### src/rtl/mem_arbiter_if.sv
// Bundles both requester ports and the block-RAM port of mem_arbiter.
// The slave modport is the arbiter's view; master is the requesters/RAM side.
interface mem_arbiter_if #(
  parameter int ADDR_WIDTH = 12,
  parameter int DATA_WIDTH = 8
);
  logic                  req0;
  logic                  we0;
  logic [ADDR_WIDTH-1:0] addr0;
  logic [DATA_WIDTH-1:0] wdata0;
  logic                  ack0;

  logic                  req1;
  logic                  we1;
  logic [ADDR_WIDTH-1:0] addr1;
  logic [DATA_WIDTH-1:0] wdata1;
  logic                  ack1;

  logic [DATA_WIDTH-1:0] rdata;
  logic                  busy;

  logic                  mem_en;
  logic                  mem_we;
  logic [ADDR_WIDTH-1:0] mem_addr;
  logic [DATA_WIDTH-1:0] mem_wdata;
  logic [DATA_WIDTH-1:0] mem_rdata;

  modport slave (
    input  req0, we0, addr0, wdata0,
    input  req1, we1, addr1, wdata1,
    input  mem_rdata,
    output ack0, ack1, rdata, busy,
    output mem_en, mem_we, mem_addr, mem_wdata
  );

  modport master (
    output req0, we0, addr0, wdata0,
    output req1, we1, addr1, wdata1,
    output mem_rdata,
    input  ack0, ack1, rdata, busy,
    input  mem_en, mem_we, mem_addr, mem_wdata
  );
endinterface

### src/rtl/mem_arbiter.sv
// Round-robin arbiter giving the UART loader (0) and CPU (1) shared access
// to a single-port block RAM with 1-cycle read latency; one access per 4 cycles.
//
// state  | meaning
// IDLE   | waiting for a request; grant decided at the closing edge
// ACCESS | mem_en high, RAM performs the access at the closing edge
// RESP   | RAM read data available; captured at the closing edge, ack set
// DONE   | ack pulse to the granted requester
module mem_arbiter #(
  parameter int ADDR_WIDTH = 12,
  parameter int DATA_WIDTH = 8
) (
  input  logic           CLK,
  input  logic           RST,
  mem_arbiter_if.slave   bus
);

  typedef enum logic [1:0] {
    IDLE   = 2'd0,
    ACCESS = 2'd1,
    RESP   = 2'd2,
    DONE   = 2'd3
  } state_t;

  state_t                state_q;
  logic                  grant_q;
  logic                  last_grant_q;
  logic                  txn_we_q;
  logic                  ack0_q;
  logic                  ack1_q;
  logic [DATA_WIDTH-1:0] rdata_q;
  logic                  mem_en_q;
  logic                  mem_we_q;
  logic [ADDR_WIDTH-1:0] mem_addr_q;
  logic [DATA_WIDTH-1:0] mem_wdata_q;

  logic                  grant_d;

  // On a tie the requester that was not served last wins.
  always_comb begin
    grant_d = bus.req1;
    if (bus.req0 && bus.req1) begin
      grant_d = ~last_grant_q;
    end
  end

  always_ff @(posedge CLK) begin
    if (RST) begin
      state_q      <= IDLE;
      grant_q      <= 1'b0;
      last_grant_q <= 1'b1;
      txn_we_q     <= 1'b0;
      ack0_q       <= 1'b0;
      ack1_q       <= 1'b0;
      rdata_q      <= '0;
      mem_en_q     <= 1'b0;
      mem_we_q     <= 1'b0;
      mem_addr_q   <= '0;
      mem_wdata_q  <= '0;
    end else begin
      case (state_q)
        IDLE: begin
          if (bus.req0 || bus.req1) begin
            grant_q     <= grant_d;
            txn_we_q    <= grant_d ? bus.we1 : bus.we0;
            mem_en_q    <= 1'b1;
            mem_we_q    <= grant_d ? bus.we1 : bus.we0;
            mem_addr_q  <= grant_d ? bus.addr1 : bus.addr0;
            mem_wdata_q <= grant_d ? bus.wdata1 : bus.wdata0;
            state_q     <= ACCESS;
          end else begin
            mem_en_q <= 1'b0;
            mem_we_q <= 1'b0;
          end
        end
        ACCESS: begin
          mem_en_q <= 1'b0;
          mem_we_q <= 1'b0;
          state_q  <= RESP;
        end
        RESP: begin
          if (!txn_we_q) begin
            rdata_q <= bus.mem_rdata;
          end
          ack0_q       <= ~grant_q;
          ack1_q       <= grant_q;
          last_grant_q <= grant_q;
          state_q      <= DONE;
        end
        DONE: begin
          ack0_q  <= 1'b0;
          ack1_q  <= 1'b0;
          state_q <= IDLE;
        end
        default: state_q <= IDLE;
      endcase
    end
  end

  assign bus.ack0      = ack0_q;
  assign bus.ack1      = ack1_q;
  assign bus.rdata     = rdata_q;
  assign bus.busy      = (state_q != IDLE);
  assign bus.mem_en    = mem_en_q;
  assign bus.mem_we    = mem_we_q;
  assign bus.mem_addr  = mem_addr_q;
  assign bus.mem_wdata = mem_wdata_q;

endmodule

### src/flat_wrapper.sv
// flat-port wrapper written by rule: the top's interface ports become plain ports
module mem_arbiter_flat 
#(
  parameter int ADDR_WIDTH = 12,
  parameter int DATA_WIDTH = 8
)
  (CLK, RST, bus_req0, bus_we0, bus_addr0, bus_wdata0, bus_req1, bus_we1, bus_addr1, bus_wdata1, bus_mem_rdata, bus_ack0, bus_ack1, bus_rdata, bus_busy, bus_mem_en, bus_mem_we, bus_mem_addr, bus_mem_wdata);
  mem_arbiter_if #(.ADDR_WIDTH(ADDR_WIDTH), .DATA_WIDTH(DATA_WIDTH)) bus_i ();
  input  logic CLK;
  input  logic RST;
  input wire logic [$bits(bus_i.req0)-1:0] bus_req0;
  input wire logic [$bits(bus_i.we0)-1:0] bus_we0;
  input wire logic [$bits(bus_i.addr0)-1:0] bus_addr0;
  input wire logic [$bits(bus_i.wdata0)-1:0] bus_wdata0;
  input wire logic [$bits(bus_i.req1)-1:0] bus_req1;
  input wire logic [$bits(bus_i.we1)-1:0] bus_we1;
  input wire logic [$bits(bus_i.addr1)-1:0] bus_addr1;
  input wire logic [$bits(bus_i.wdata1)-1:0] bus_wdata1;
  input wire logic [$bits(bus_i.mem_rdata)-1:0] bus_mem_rdata;
  output wire logic [$bits(bus_i.ack0)-1:0] bus_ack0;
  output wire logic [$bits(bus_i.ack1)-1:0] bus_ack1;
  output wire logic [$bits(bus_i.rdata)-1:0] bus_rdata;
  output wire logic [$bits(bus_i.busy)-1:0] bus_busy;
  output wire logic [$bits(bus_i.mem_en)-1:0] bus_mem_en;
  output wire logic [$bits(bus_i.mem_we)-1:0] bus_mem_we;
  output wire logic [$bits(bus_i.mem_addr)-1:0] bus_mem_addr;
  output wire logic [$bits(bus_i.mem_wdata)-1:0] bus_mem_wdata;
  assign bus_i.req0 = bus_req0;
  assign bus_i.we0 = bus_we0;
  assign bus_i.addr0 = bus_addr0;
  assign bus_i.wdata0 = bus_wdata0;
  assign bus_i.req1 = bus_req1;
  assign bus_i.we1 = bus_we1;
  assign bus_i.addr1 = bus_addr1;
  assign bus_i.wdata1 = bus_wdata1;
  assign bus_i.mem_rdata = bus_mem_rdata;
  assign bus_ack0 = bus_i.ack0;
  assign bus_ack1 = bus_i.ack1;
  assign bus_rdata = bus_i.rdata;
  assign bus_busy = bus_i.busy;
  assign bus_mem_en = bus_i.mem_en;
  assign bus_mem_we = bus_i.mem_we;
  assign bus_mem_addr = bus_i.mem_addr;
  assign bus_mem_wdata = bus_i.mem_wdata;
  mem_arbiter #(.ADDR_WIDTH(ADDR_WIDTH), .DATA_WIDTH(DATA_WIDTH)) u_core (.CLK(CLK), .RST(RST), .bus(bus_i));
endmodule
### config.mk
export PLATFORM = sky130hd
export DESIGN_NAME = mem_arbiter_flat
export DESIGN_NICKNAME = d
export VERILOG_FILES = /design/src/rtl/mem_arbiter_if.sv /design/src/rtl/mem_arbiter.sv /design/src/flat_wrapper.sv
export SDC_FILE = /design/constraint.sdc
export NUM_CORES = 1
export LEC_CHECK = 0
export ABC_AREA = 1
export BUFFER_PORTS_ARGS = -buffer_cell sky130_fd_sc_hd__buf_2
export CAP_MARGIN = 5
export CORE_UTILIZATION = 49
export DETAILED_ROUTE_END_ITERATION = 10
export PLACE_DENSITY = 0.85
export RECOVER_POWER = 25
export SLEW_MARGIN = 20
export SYNTH_ARGS = -nofsm -noshare
export SYNTH_HDL_FRONTEND = slang
export SYNTH_SLANG_ARGS = --single-unit
### constraint.sdc
create_clock -name CLK -period 2 [get_ports CLK]
set_input_delay 0.4 -clock CLK [delete_from_list [all_inputs] [get_ports CLK]]
set_output_delay 0.4 -clock CLK [all_outputs]
set_load 0.1 [all_outputs]
==> results.toml <==
[status]
status = "completed"

[sta]
slew_violations = 0
fmax_ghz = 0.520
min_period_over_period_pct = 96.1
layout_min_cycle_time_ns = 1.92
grt_setup_unrepaired = "false"
worst_slack_ns = 0.0774
hold_ws_ns = 0.293
slew_headroom_pct = 64.0
setup_viol = 0
worstMarginPinSlew_ns = 0.542
skew_ns = 0.00872
hold_viol_final = 0
setup_tns_ns = 0

[route]
vias = 1665
drc = 0
wl_mm = 3.72
wl_per_cell_um = 10.5
ant_nets = 0
dr.pass1.iters = 4
viasPerCell = 4.72
drt_iter0_drc = 56

[floorplanning]
core_um2 = 3390
ioPinCount = 87
die_area_um2 = 3820
rows = 21
start_util_pct = 51.6
die_width_um = 61.8
die_h_um = 61.8

[synth]
synth_area_leaders = "dfxtp_1, a21oi_2, nor2_1"
synthFlopType = "dfxtp_1"
yosys.cell_types.count = 24
synth.top_cell.area_share_pct = 42.3
synth_seq_area_share_pct = 42.3
mappedNetlistNets = 278
synth_commonest_cells = "nor2_1, dfxtp_1, nand2_1"
synth_edf_count = 0
syn_area_um2 = 1750
ys_ff_latch = 37
yosysWarnings = 0
synth_area_per_cell_um2 = 7.96
synthCells = 220
synthArstFlopShare_pct = 0
synth_top_area_cell = "dfxtp_1"
yosysMostFrequentCell = "nor2_1"

[grt]
grt_overflow_total = 0
grt_use_total_pct = 20.0
first_global_vias = 1361
antenna_found_initial = 0
grt_pass1_wl_mm = 5.55
grt_max_degree = 23

[critical_path]
critPathMaxFanout = 6
r2r_cells = 8
path_cells = "inv_1 -> ha_1 -> inv_2 -> buf_4"
cp_slowest_stage_delay_ns = 0.39
critPathTopFamily = "buffers and inverters"
cp_slowest_cell = "dfxtp_1"
reg2reg_setup_slack_ns = 0.38
cp.buffers_inverters = 3
cp-endpoint = "bus_busy"
crit_required_ns = 1.60
r2r_start = "u_core.state_q[0]$_SDFFE_PP0P_"
cp-end-kind = "primary output"
crit_type = "flop to primary output"
crit_arrival_ns = 1.52
critical_path_depth = 4
cp-startpoint = "u_core.state_q[0]$_SDFFE_PP0P_"
r2r_end = "u_core.bus.mem_wdata[6]$_SDFFE_PP0P_"
start_kind = "flop"

[clock_tree]
clockBufferDepth = 2
cts_setup_buffers = 0
numClockSinks = 37
clk_pin_slew_ns = 0.10
tritoncts = "yes"
cts-htree-levels = 2
clkLatencyLatePin_ns = 0.32
ctsHoldBuffers = 0
cts-root-buf = "clkbuf_4"
cts-resized-gates = 1
numCtsBuffers = 5

[cells_and_area]
n_antenna_cell = 0
drive_gt1_share_pct = 44.6
num-fill-cells = 313
layoutNonFillerInstCount = 353
area_delta_synth_final_pct = 28.1
fin_nets = 365

[placement]
post-dp-hpwl_mm = 2.78
numPortBuffers = 86
dp.cells = 346
place_ws_ns = 0.297
gp_congestion = 0.762

[min_path]
hold_depth = 3
hold_class = "input port to flop"

[run]
maxCapViolCount = 0

[power_and_ir_drop]
ir_drop_uv = 1180
p_per_area_nw_per_um2 = 1970
leakagePower_nw = 1.15
state kept, by name (all words and copies together), names as in the netlist:
| register | flops |
|---|---|
| u_core.bus.mem_en | 1 |
| u_core.bus.mem_wdata | 8 |
| u_core.txn_we_q | 1 |
| u_core.bus.mem_addr | 12 |
| u_core.bus.ack0 | 1 |
| u_core.bus.mem_we | 1 |
| u_core.state_q | 2 |
| u_core.grant_q | 1 |
| u_core.bus.ack1 | 1 |
| u_core.last_grant_q | 1 |
| u_core.bus.rdata | 8 |
layout make-up:
cell class                      count  area [um^2]  share of cell area (%)
Inverter                           10         37.5                    1.67
Timing Repair Buffer               91          483                    21.5
Multi-Input combinational cell    162          868                    38.7
Clock buffer                        7         55.1                    2.46
Sequential cell                    37          741                    33.0
Tap cell                           46         57.6                    2.57
cell usage in the layout, fill, tap and decap left out:
cell type,count
clkbuf_4,5
buf_2,80
nor2_8,1
o21a_1,1
nand2_1,35
o21ai_0,9
clkbuf_2,5
nor2_2,1
buf_12,1
dfxtp_1,37
inv_1,9
nor3b_1,1
clkbuf_1,1
inv_2,1
a21oi_1,6
nor3_1,2
clkbuf_8,1
a21oi_2,19
nand2_2,17
nor2_1,40
nand3_1,3
nor4_1,1
buf_4,5
ha_1,4
nor2_4,1
o21ai_1,21
worst reg2reg max path, stage by stage (launching register included):
cell and delay, ns:
dfxtp_1 0.35, inv_1 0.09, ha_1 0.27, inv_2 0.11, nor2_8 0.26, buf_12 0.21, nand2_1 0.07, a21oi_1 0.11
nor2_1 0.05
layer usage:
metal	part of all wire, %	wire length [um]	track usage (%)	up-vias
met3	5.2	193	4.35	5
met5	0	0	0	-
met1	46	1700	24.6	726
met2	48	1790	33.9	48
li1	-	-	-	886
met4	0.97	36	7.94	0
where the power goes:
part / internal (mW) / switching, mW
Clock: 0.166 / 0.220
Combinational: 0.577 / 2.34
Sequential: 0.990 / 0.131
worst min-delay path by stage:
stage / from / endpoint / slack, ns
CTS: bus_mem_rdata[5] / u_core.bus.rdata[5]$_SDFFE_PP0P_ / 0.28
detailed placement: u_core.grant_q$_SDFFE_PP0P_ / u_core.grant_q$_SDFFE_PP0P_ / 0.47
finish: bus_mem_rdata[3] / u_core.bus.rdata[3]$_SDFFE_PP0P_ / 0.29
global placement: u_core.last_grant_q$_SDFFE_PP1P_ / u_core.last_grant_q$_SDFFE_PP1P_ / 0.44
floorplan: u_core.last_grant_q$_SDFFE_PP1P_ / u_core.last_grant_q$_SDFFE_PP1P_ / 0.43
global route: bus_addr1[3] / u_core.bus.mem_addr[3]$_SDFFE_PP0P_ / 0.28
kinds of logic after synthesis:
| kind of cell | after synthesis | synth area share [%] |
|---|---|---|
| AO/OA/AOI/OAI | 56 | 20.2 |
| adder cells (fa/ha/maj) | 4 | 2.86 |
| buffers and inverters | 21 | 7.65 |
| flip-flops | 37 | 42.3 |
| AND/OR/NAND/NOR | 102 | 26.9 |
through the flow:
stage               area (um^2)  total power [mW]  util, %
CTS                        2250              4.47     66.4
finish                     2240              4.42     66.1
global placement           2190              4.03     64.7
floorplan                  1750              3.71        -
detailed placement         2190              4.07     64.7
global route               2240              4.68     66.1
No activity file was read; power rests on OpenSTA's default activity.
